$ cat config.mk
export PLATFORM = sky130hd
export DESIGN_NAME = if_fetch
export DESIGN_NICKNAME = d
export VERILOG_FILES = /design/src/rtl/if_fetch_pkg.sv /design/src/rtl/if_hold_buf.sv /design/src/rtl/if_fetch.sv
export SDC_FILE = /design/constraint.sdc
export NUM_CORES = 1
export LEC_CHECK = 0
export CAP_MARGIN = 25
export CORE_ASPECT_RATIO = 1.2
export CORE_MARGIN = 2
export CORE_UTILIZATION = 52
export CTS_CLUSTER_DIAMETER = 150
export DETAILED_ROUTE_END_ITERATION = 10
export HOLD_SLACK_MARGIN = 0.06
export PLACE_DENSITY = 0.92
export SETUP_SLACK_MARGIN = 0.4
export SLEW_MARGIN = 15
export SYNTH_ARGS = -nofsm -noshare
export SYNTH_HDL_FRONTEND = slang
export SYNTH_HIERARCHICAL = 1
export SYNTH_SLANG_ARGS = --single-unit
$ cat constraint.sdc
create_clock -name clk -period 3.15 [get_ports clk]
set_input_delay 0.315 -clock clk [delete_from_list [all_inputs] [get_ports clk]]
set_output_delay 0.315 -clock clk [all_outputs]
set_load 0.005 [all_outputs]
$ cat src/rtl/if_fetch_pkg.sv
// -----------------------------------------------------------------------------
// if_fetch_pkg
//   Shared definitions for the instruction-fetch stage: bus widths, the zero
//   word, the NOP instruction and the fetch FSM state encodings.
// -----------------------------------------------------------------------------
package if_fetch_pkg;

    localparam int INST_ADDR_W = 32;   // InstAddrBus width
    localparam int INST_W      = 32;   // InstBus width

    localparam logic [INST_ADDR_W-1:0] ZERO_WORD = '0;
    localparam logic [INST_W-1:0]      NOP_WORD  = 32'h0000_0013;  // addi x0,x0,0

    // S_REQ  : request being issued / outstanding
    // S_FULL : hold buffer occupied, no request on the bus
    // S_DROP : waiting for the ack of a request aborted by a redirect
    typedef enum logic [1:0] {
        S_REQ  = 2'd0,
        S_FULL = 2'd1,
        S_DROP = 2'd2
    } fetch_state_e;

    // Force a byte address onto a word boundary.
    function automatic logic [INST_ADDR_W-1:0] word_align(input logic [INST_ADDR_W-1:0] a);
        return {a[INST_ADDR_W-1:2], 2'b00};
    endfunction

endpackage

$ cat src/rtl/if_hold_buf.sv
// -----------------------------------------------------------------------------
// if_hold_buf
//   One-entry pc/inst holding register. Catches an instruction acked while the
//   pipeline is stalled so it is not lost.
//   Ports:
//     clk, rst        clock, synchronous active-high reset
//     load_i          capture pc_i/inst_i and mark the entry valid
//     clear_i         invalidate the entry (wins over load_i)
//     pc_i, inst_i    entry to capture
//     valid_o         entry holds data
//     pc_o, inst_o    stored entry
// -----------------------------------------------------------------------------
module if_hold_buf
    import if_fetch_pkg::*;
(
    input  logic                   clk,
    input  logic                   rst,
    input  logic                   load_i,
    input  logic                   clear_i,
    input  logic [INST_ADDR_W-1:0] pc_i,
    input  logic [INST_W-1:0]      inst_i,
    output logic                   valid_o,
    output logic [INST_ADDR_W-1:0] pc_o,
    output logic [INST_W-1:0]      inst_o
);

    logic                   valid_q, valid_d;
    logic [INST_ADDR_W-1:0] pc_q, pc_d;
    logic [INST_W-1:0]      inst_q, inst_d;

    always_comb begin
        valid_d = valid_q;
        pc_d    = pc_q;
        inst_d  = inst_q;
        if (clear_i) begin
            valid_d = 1'b0;
        end else if (load_i) begin
            valid_d = 1'b1;
            pc_d    = pc_i;
            inst_d  = inst_i;
        end
    end

    always_ff @(posedge clk) begin
        if (rst) valid_q <= 1'b0;
        else     valid_q <= valid_d;
    end

    // NOTE: the payload is not reset; it is only ever observed while valid_q=1.
    always_ff @(posedge clk) begin
        pc_q   <= pc_d;
        inst_q <= inst_d;
    end

    assign valid_o = valid_q;
    assign pc_o    = pc_q;
    assign inst_o  = inst_q;

endmodule

$ cat src/rtl/if_fetch.sv
// -----------------------------------------------------------------------------
// if_fetch
//   Instruction-fetch stage. Owns the fetch PC, reads one word at a time over a
//   req/ack memory interface and presents one registered pc/inst pair per cycle
//   to decode. Handles decode stalls (via a 1-entry hold buffer) and EX
//   redirects (discarding any wrong-path response still in flight).
//   Ports:
//     clk, rst          clock, synchronous active-high reset
//     stall_i           hold the downstream outputs
//     branch_enable_i   redirect fetch to branch_target_i (word aligned)
//     mem_req_o         read request, mem_addr_o stable until mem_ack_i
//     mem_ack_i         read completes this cycle, mem_rdata_i valid
//     pc_o/inst_o       instruction to decode and its PC
//     inst_valid_o      inst_o is a real on-path instruction
// -----------------------------------------------------------------------------
module if_fetch
    import if_fetch_pkg::*;
#(
    parameter logic [INST_ADDR_W-1:0] RESET_PC = ZERO_WORD,
    parameter logic [INST_W-1:0]      NOP_INST = NOP_WORD
) (
    input  logic                   clk,
    input  logic                   rst,
    input  logic                   stall_i,
    input  logic                   branch_enable_i,
    input  logic [INST_ADDR_W-1:0] branch_target_i,
    output logic                   mem_req_o,
    output logic [INST_ADDR_W-1:0] mem_addr_o,
    input  logic                   mem_ack_i,
    input  logic [INST_W-1:0]      mem_rdata_i,
    output logic [INST_ADDR_W-1:0] pc_o,
    output logic [INST_W-1:0]      inst_o,
    output logic                   inst_valid_o
);

    fetch_state_e           state_q, state_d;
    logic [INST_ADDR_W-1:0] fetch_pc_q, fetch_pc_d;
    logic [INST_ADDR_W-1:0] drop_addr_q, drop_addr_d;   // address of the aborted request
    logic [INST_ADDR_W-1:0] pc_q, pc_d;
    logic [INST_W-1:0]      inst_q, inst_d;
    logic                   valid_q, valid_d;

    logic                   buf_load, buf_clear, buf_valid;
    logic [INST_ADDR_W-1:0] buf_pc;
    logic [INST_W-1:0]      buf_inst;

    if_hold_buf u_hold_buf (
        .clk     (clk),
        .rst     (rst),
        .load_i  (buf_load),
        .clear_i (buf_clear),
        .pc_i    (fetch_pc_q),
        .inst_i  (mem_rdata_i),
        .valid_o (buf_valid),
        .pc_o    (buf_pc),
        .inst_o  (buf_inst)
    );

    // NOTE: every signal assigned below gets a default first so no latch is inferred.
    always_comb begin
        state_d     = state_q;
        fetch_pc_d  = fetch_pc_q;
        drop_addr_d = drop_addr_q;
        pc_d        = pc_q;
        inst_d      = inst_q;
        valid_d     = valid_q;
        buf_load    = 1'b0;
        buf_clear   = 1'b0;

        if (branch_enable_i) begin
            // Redirect beats stall and any same-cycle ack; pc_o keeps its value.
            fetch_pc_d = word_align(branch_target_i);
            buf_clear  = 1'b1;
            valid_d    = 1'b0;
            inst_d     = NOP_INST;
            unique case (state_q)
                S_REQ: begin
                    if (!mem_ack_i) begin
                        // Bus address must not move mid-transaction: park it.
                        state_d     = S_DROP;
                        drop_addr_d = fetch_pc_q;
                    end
                end
                S_DROP:  state_d = mem_ack_i ? S_REQ : S_DROP;
                default: state_d = S_REQ;
            endcase
        end else begin
            unique case (state_q)
                S_REQ: begin
                    if (mem_ack_i) begin
                        fetch_pc_d = fetch_pc_q + 32'd4;
                        if (stall_i) begin
                            buf_load = 1'b1;
                            state_d  = S_FULL;
                        end else begin
                            pc_d    = fetch_pc_q;
                            inst_d  = mem_rdata_i;
                            valid_d = 1'b1;
                        end
                    end else if (!stall_i) begin
                        valid_d = 1'b0;
                        inst_d  = NOP_INST;
                    end
                end
                S_FULL: begin
                    if (!stall_i) begin
                        pc_d      = buf_pc;
                        inst_d    = buf_valid ? buf_inst : NOP_INST;
                        valid_d   = buf_valid;
                        buf_clear = 1'b1;
                        state_d   = S_REQ;
                    end
                end
                S_DROP: begin
                    // The ack that ends this state carries wrong-path data.
                    if (mem_ack_i) state_d = S_REQ;
                    if (!stall_i) begin
                        valid_d = 1'b0;
                        inst_d  = NOP_INST;
                    end
                end
                default: state_d = S_REQ;
            endcase
        end
    end

    // NOTE: sequential state uses non-blocking assignments only.
    always_ff @(posedge clk) begin
        if (rst) begin
            state_q     <= S_REQ;
            fetch_pc_q  <= RESET_PC;
            drop_addr_q <= RESET_PC;
            pc_q        <= ZERO_WORD;
            inst_q      <= NOP_INST;
            valid_q     <= 1'b0;
        end else begin
            state_q     <= state_d;
            fetch_pc_q  <= fetch_pc_d;
            drop_addr_q <= drop_addr_d;
            pc_q        <= pc_d;
            inst_q      <= inst_d;
            valid_q     <= valid_d;
        end
    end

    assign mem_req_o    = ~rst & (state_q != S_FULL);
    assign mem_addr_o   = (state_q == S_DROP) ? drop_addr_q : fetch_pc_q;
    assign pc_o         = pc_q;
    assign inst_o       = inst_q;
    assign inst_valid_o = valid_q;

endmodule

# Yosys cells after proc, flatten, opt, wreduce, memory -nomap -nowiden
# Index checks and enable logic that the tools add are counted.
# totals
input_bits	69
output_inout_bits	98
wordCells	77
regBits	196
# classes
bitwise	5
reduce_logical	14
n_mux	35
addsub	1
n_eq_ne	12
# ops
op	n
32-bit two-way mux	12
32-bit case mux with 3 select lines	1
32-bit case mux with 2 select lines	1
32-bit by 3-bit adder with 32-bit output (second input constant)	1
3-bit != test (second input constant)	6
2-bit two-way mux	7
1-bit two-way mux	11
5-bit AND reduction	2
2-bit != test (second input constant)	3
2-bit case mux with 3 select lines	1
2-bit AND reduction	3
3-bit AND reduction	2
2-bit nonzero test	3
1-bit NOT	4
2-bit case mux with 2 select lines	1
2-bit OR reduction	2
1-bit case mux with 3 select lines	1
3-bit nonzero test	1
2-bit by 1-bit == test with 1-bit output (second input constant)	1
2-bit == test (second input constant)	1
2-bit logical NOT	1
2-bit by 1-bit != test with 1-bit output (second input constant)	1
1-bit AND	1

# Longest topological paths before layout
# Gate-level depths: netlist of the first run.
# logic_depth
ltp_word	5
ltp_mapped	9

# Cells and area by module
# The synthesis of the first run kept the hierarchy.
# by_module_without_submodules
mod	area_each_um2	seq_area_each_um2	cells_per_inst	instances
if_fetch	6392.4	2542.4	765	1
if_hold_buf	1959.4	1941.9	68	1

# Worst setup path before layout of the first run
# No wires, ideal clock.
# synth_path
path_type	flip-flop to flip-flop
from	register state_q[1]
to	register u_hold_buf.inst_q[0], in the netlist u_hold_buf/inst_o[0], enable pin
path_slack_ns	0.510
path_stages_with_launch	7
setup_time_ns	0.393
n_path_buf	2
period_less_slack_ns	2.640
arrival_ns	2.247
path_cell_list	dfxtp_1 -> inv_1 -> ha_1 -> buf_1 -> buf_1 -> a21o_1 -> and2b_2
# synth_between
elab_chain_cells	5
word_cells_on_any_way	8
# synth_lines
element	line	rtl
start, declared	if_fetch.sv:36	fetch_state_e state_q, state_d;
start signal, assigned	if_fetch.sv:137	state_q <= state_d;
2-bit by 1-bit == test with 1-bit output	if_fetch.sv:88	unique case (state_q)
1-bit two-way mux	if_fetch.sv:88	
1-bit two-way mux	if_fetch.sv:70	if (branch_enable_i) begin
named net buf_clear	if_fetch.sv:43	logic buf_load, buf_clear, buf_valid;
1-bit NOT (no line)	-	
2-bit AND reduction (no line)	-	
end signal, assigned	if_hold_buf.sv:52	inst_q <= inst_d;
end, declared	if_hold_buf.sv:29	logic [INST_W-1:0] inst_q, inst_d;
# The timed path passes the listed nets, and every way through them passes these cells.
# A chain may end at the register's enable or synchronous reset.

# Worst setup path after layout of the first run
# layout_path
from	register state_q[0]
to	output port mem_addr_o[31]
# layout_between
elab_chain_cells	2
# layout_lines
element	line	rtl
2-bit == test	if_fetch.sv:147	assign mem_addr_o = (state_q == S_DROP) ? drop_addr_q : fetch_pc_q;
32-bit two-way mux	if_fetch.sv:147	
end, declared	if_fetch.sv:28	output logic [INST_ADDR_W-1:0] mem_addr_o,
# Every way passes these cells.

==> results of run 1 <==
## per-stage QoR
stage	std cells	util (%)	hold WS (ns)
floorplan	836	-	0.3918
global placement	1156	65.04	0.4381
detailed placement	1157	65.22	0.4464
CTS	1189	68.80	0.4369
global route	1189	68.80	0.4460
finish	1190	68.82	0.4516
## registers in the layout (all words and copies together), names as in the netlist
register / flops
drop_addr_q: 30
pc_o: 32
state_q: 2
fetch_pc_q: 30
inst_valid_o: 1
inst_o: 32
u_hold_buf/pc_o: 32
u_hold_buf/valid_o: 1
u_hold_buf/inst_o: 32
## cell type report
class	count	area, sq um	area share (%)
Clock buffer	17	425.4	3.953
Tap cell	208	260.3	2.418
Clock inverter	15	125.1	1.163
Multi-Input combinational cell	554	3557	33.05
Inverter	17	63.81	0.5929
Antenna cell	1	2.502	0.02325
Sequential cell	192	4484	41.66
Timing Repair Buffer	186	1844	17.14
## logic make-up (layout without fill, tap and decap cells)
kind of cell    Yosys count  count (layout)
other cells               1               5
mux                      55              55
simple gates            255             255
flops                   192             192
buf+inv                  90             235
fa+ha+maj                 4               4
compound gates          224             224
xor+xnor                 12              12
## critical path, stage by stage, from the launching register on
cell and delay (ns):
dfxtp_1 0.31, inv_1 0.14, ha_4 0.51, mux2_2 0.42
clkdlybuf4s50_1 0.45
## metal layers
metal | up-vias | share of wire, % | global-route usage [%]
met5 | - | 0 | 0
met4 | 0 | 2.8 | 12.38
met3 | 44 | 7.0 | 6.829
met2 | 273 | 50 | 43.64
met1 | 3366 | 40 | 29.40
li1 | 3294 | - | -
## cell usage after synthesis (all sizes together) (8+ instances only)
master    n  area [sq um]
a22oi    29         217.7
buf      14         76.32
a311oi   13         113.9
nand3    10         50.05
clkbuf   59         222.7
mux2     24         270.3
nand2b   10         62.56
nor3      8         40.04
nand2    85         319.1
mux2i    31         310.3
o21ai    12         60.06
o21a     30         225.2
a21boi   30         225.2
nor2     91         341.6
dfxtp   128          2562
edfxtp   64          1922
a21oi    38         190.2
inv      17         63.81
o31ai     8         60.06
or4      12         91.34
a211oi   43         322.8
nand4    12         81.33
## how the worst max path moves through the flow
stage / startpoint / end / slack [ns]
after floorplan: state_q[1] / u_hold_buf/inst_o[0] / 0.51
after global placement: mem_ack_i / fetch_pc_q[26] / 0.55
after detailed placement: mem_ack_i / fetch_pc_q[30] / 0.47
after CTS: state_q[0] / mem_addr_o[31] / 0.54
after global routing: state_q[0] / mem_addr_o[9] / 0.44
final: state_q[0] / mem_addr_o[31] / 0.56
## timing repair
| item | in CTS | in global routing |
|---|---|---|
| hold buffers | 0 | 0 |
| endpoints found under the hold margin | 0 | 0 |
| setup endpoints to repair | 30 | 0 |
| gates resized for setup | 1 | 0 |
## power groups by stage
stage / Combinational (W) / Sequential [W] / Clock [W]
finish: 0.000805 / 0.00275 / 0.00203
detailed placement: 0.000801 / 0.00280 / 0
CTS: 0.000808 / 0.00275 / 0.00206
global route: 0.000876 / 0.00276 / 0.00216
global placement: 0.000782 / 0.00279 / 0
floorplan: 0.000435 / 0.00278 / 0
==> summary.md, run 1 <==
| Metric | Value |
|---|---|
| Core box area | 15640 sq um |
| Post-DR vias/cell | 5.863 |
| Total Power | 0.005584 W |
| CP required | 2.83 ns |
| Worst R2R Start | fetch_pc_q[13] |
| Synth Warn # | 6 |
| Starting DRT DRC Count | 489 |
| R2R depth | 4 |
| Clock Path Buffers | 2 |
| Post-route ant nets | 0 |
| Psw | 0.001491 W |
| Setup TNS | 0 ns |
| Initial Util | 53.40% |
| Async S/R FF share, synth | 0% |
| DP Area | 10200 sq um |
| Clock share of power | 36.4% |
| Mapped Area | 8352 sq um |
| WL per Instance | 17.85 um |
| Sequential share of power | 49.2% |
| PD cells | 518.8 nW/um^2 |
| Minimum clock period | 2.590 ns |
| Site Rows | 50 |
| Die W | 119.7 um |
| WP data arrival | 2.28 ns |
| Area Overhead vs Synth | 28.87% |
| I/O Pins | 167 |
| Hold Crit Start | branch_target_i[2] |
| Fill count | 1146 |
| Post-synth top flop | dfxtp_1 |
| Worst-Margin Slew | 1.075 ns |
| Post-Layout Inst Area | 10760 sq um |
| GP Congestion | 0.7765 |
| Largest family of logic cells by synthesized area | compound AO/OA/AOI/OAI gates |
| Relative slew slack | 28.35% |
| Yosys cell types | 54 |
| Die H | 142.8 um |
| Tcrit/Tclk final | 82.23% |
| Cts bufs inserted | 17 |
| Kind of critical path | register to output port |
| Root Buffer | clkbuf_16 |
| Critical path launch point type | register |
| Syn_area_per_cell | 10.03 sq um |
| Post-CTS Setup Inserts | 0 |
| CP max FO | 38 |
| WHS Path Cells | 3 |
| Post-synth EDFFs | 64 |
| Leakage | 3.581 nW |
| Commonest non-fill, non-tap cell in the layout | clkdlybuf4s50_1 |
| Synth Area in XOR/XNOR | 1.258% |
| Max VDD drop | 0.4342 mV |
| Reg2reg setup slack | 0.68 ns |
| First-pass GRT wire length | 34380 um |
| Dpl ws | 0.4736 ns |
| Sw Ratio | 26.71% |
| Port Buffers | 162 |
| Pre-Repair DR Iteration Count | 5 |
| Adder-cell share of the synthesized area | 0.5993% |
| Skew final | 0.007198 ns |
| Antenna violations before repair | 0 |
| H-tree depth | 4 |
| Hold WC Path Type | primary input to register |
| RSZ-0062 raised after global routing | false |
| Vias in the first global route | 6840 |
| Compound-Gate Fraction of Synth Area | 19.01% |
| Die footprint | 17100 sq um |
| Sink Count | 192 |
| Seq/Total Area, Yosys | 53.69% |
| Synth Instances | 833 |
| # Max-Cap Violations | 0 |
| DRC | 0 |
| Internal power | 0.004092 W |
| DR vias | 6977 |
| Share of post-route cells with drive strength above 1 | 9.684% |
| CP endpoint kind | output port |
| Layout Nets | 1041 |
| Final setup margin | 0.5597 ns |
| Mux contribution to synthesized area | 6.951% |
| Clock transition at path regs | 0.07 ns |
| Largest net degree at the start of global routing | 100 |
| Final-report hold violation count | 0 |
| Fmax achieved | 386.1 MHz |
| Setup-failing EPs final | 0 |
| Clk_lat worst skew | 0.44 ns |
| Final max-slew violation count | 0 |
| Hold Crit Endpoint | fetch_pc_q[2] |
| Critical R2R Capture | fetch_pc_q[24] |
| Total gr overflow | 0 |
| Outcome | finished clean |
| All-Layer GR Usage | 25.41% |
| Most frequent cells in the layout | clkdlybuf4s50_1, dfxtp_1, nor2_1 |
| Final wirelength | 21240 um |
| DP Wirelength | 13950 um |
| TritonCTS clock tree | yes |
| #FFs+latches synth | 192 |
| Comb pwr share | 14.4% |
| Simple-gate portion of the synthesized area | 14.10% |
Power figures use the tool's default switching activity.
==> run 2: changes to the inputs <==
==> constraint.sdc (replaced) <==
create_clock -name clk -period 2.6 [get_ports clk]
set_input_delay 0.26 -clock clk [delete_from_list [all_inputs] [get_ports clk]]
set_output_delay 0.26 -clock clk [all_outputs]
set_load 0.005 [all_outputs]
==> run 2 against run 1 <==
Compared with the run above:
- sequential cell count unchanged
- die area is the same
- via count rose by 7.7%
- clock power up 35%
- critical path depth rose by 1
- clock-buffer cell count rose by 7
- sequential power increased by 21%
- setup slack worse by 0.29 ns
- critical path type is now register to register
==> summary.md, run 2 (synthesis gave the netlist of run 1 again) <==
| Metric | Value |
|---|---|
| Outcome | finished clean |
| CP max stage cell | or4_4 |
| Skew final | 0.01211 ns |
| Post-route insts no fill | 1230 |
| DRC | 0 |
| CP endpoint kind | register |
| Core box area | 15640 sq um |
| Layout Nets | 1082 |
| Port Buffers | 162 |
| PD cells | 633.1 nW/um^2 |
| Hold Crit Start | rst |
| Clock transition at path regs | 0.07 ns |
| DP Wirelength | 14320 um |
| # Max-Cap Violations | 0 |
| Worst R2R Start | fetch_pc_q[15] |
| Final wirelength | 25140 um |
| Kind of critical path | register to register |
| H-tree depth | 4 |
| TritonCTS clock tree | yes |
| Commonest non-fill, non-tap cell in the layout | clkdlybuf4s50_1 |
| WP data arrival | 2.64 ns |
| Setup-failing EPs final | 0 |
| Final max-slew violation count | 0 |
| Final-report hold violation count | 0 |
| Cts bufs inserted | 17 |
| All-Layer GR Usage | 27.41% |
| Largest net degree at the start of global routing | 67 |
| Fmax achieved | 429.8 MHz |
| Root Buffer | clkbuf_16 |
| Die footprint | 17100 sq um |
| Antenna violations before repair | 0 |
| Vias in the first global route | 7139 |
| Pre-Repair DR Iteration Count | 6 |
| Starting DRT DRC Count | 820 |
| First-pass GRT wire length | 37030 um |
| Critical path launch point type | register |
| Most frequent cells in the layout | clkdlybuf4s50_1, dfxtp_1, nor2_1 |
| Setup TNS | 0 ns |
| Initial Util | 53.40% |
| Placed cell count | 1172 |
| Die H | 142.8 um |
| Minimum clock period | 2.327 ns |
| Post-DR vias/cell | 6.111 |
| Area Overhead vs Synth | 35.72% |
| CP required | 2.91 ns |
| Sink Count | 192 |
| CP startpoint | fetch_pc_q[15] |
| Relative slew slack | 50.21% |
| Worst-Margin Slew | 0.7468 ns |
| Leakage | 4.076 nW |
| Clk_lat worst skew | 0.44 ns |
| RSZ-0062 raised after global routing | true |
| GP Congestion | 0.8430 |
| Hold WC Path Type | primary input to register |
| WL per Instance | 20.44 um |
| I/O Pins | 167 |
| Total gr overflow | 0 |
| Die W | 119.7 um |
| Largest incremental delay on the critical path | 0.62 ns |
| Max VDD drop | 0.4703 mV |
| Clock Path Buffers | 2 |
| Worst-path cell chain | nand4_2 > or4_4 > buf_2 > or4_1 > a311oi_1 |
| Tcrit/Tclk final | 89.50% |
| Site Rows | 50 |
| Crit path max-delay family | simple AND/OR/NAND/NOR gates |
| Ant. Diodes | 0 |
| Share of post-route cells with drive strength above 1 | 15.17% |
| CP max FO | 8 |
| Post-route ant nets | 0 |
| DR vias | 7516 |
| CP Buf/Inv Count | 1 |
run 2: cell types whose count changed in the layout (fill, tap and decap cells not counted), sizes merged, moves of 11 or more:
cell           previous run  this run
dlygate4sd2               0        12
buf                      25        62
dlymetal6s2s              0        11
clkbuf                   17        28
clkdlybuf4s50           161       136
run 2: metrics by stage:
stage	instance area, sq um	total power, W	worst slack, ns	hold slack [ns]	utilization (%)
final	11330	0.007176	0.2731	0.3997	72.47
after global routing	11330	0.007396	0.1750	0.3912	72.47
after floorplan	8376	0.003897	0.4116	0.3368	-
after CTS	11100	0.007108	0.2477	0.3738	70.95
after global placement	10280	0.004361	0.2591	0.4381	65.75
after detailed placement	10300	0.004392	0.1553	0.4428	65.85
run 2: worst register-to-register path, stage by stage (launching register included):
cell and delay [ns]:
dfxtp_4 0.40, nand4_2 0.14, or4_4 0.62, buf_2 0.19, or4_1 0.50, a311oi_1 0.37
run 2: area by class of cell:
cell class / count / area, sq um
multi-input combinational: 554 / 3608
clock inverter: 8 / 85.08
tap: 208 / 260.3
sequential: 192 / 4508
clock buffer: 24 / 535.5
fill: 1031 / 4305
timing repair buffer: 227 / 2273
inverter: 17 / 63.81
run 2: where the power goes:
group	internal [W]	switching, W
logic	0.000546	0.000577
clock network	0.00156	0.00117
registers	0.00322	0.0000933
run 2: what timing repair did:
| item | CTS | global route |
|---|---|---|
| hold buffers | 0 | 0 |
| endpoints found under the setup margin | 70 | 47 |
| gates cloned | 2 | 2 |
| pin swaps | 1 | 3 |
| buffers inserted | 7 | 15 |
| gates resized for setup | 42 | 33 |
run 2: worst paths after layout:
path | end | slack, ns | cells past startpoint
max reg2reg | fetch_pc_q[22] | 0.27 | 5
min | state_q[0] | 0.40 | 2
min reg2reg | drop_addr_q[4] | 0.46 | 2
max | fetch_pc_q[22] | 0.27 | 5
run 2: layer usage:
metal	vias to the layer above	part of all wire, %	GRT usage, %	wire (um)
met3	109	9.6	7.548	2411
met2	469	49	46.41	12360
li1	3382	-	-	-
met1	3556	37	32.29	9223
met5	-	0	0	0
met4	0	4.6	13.07	1144
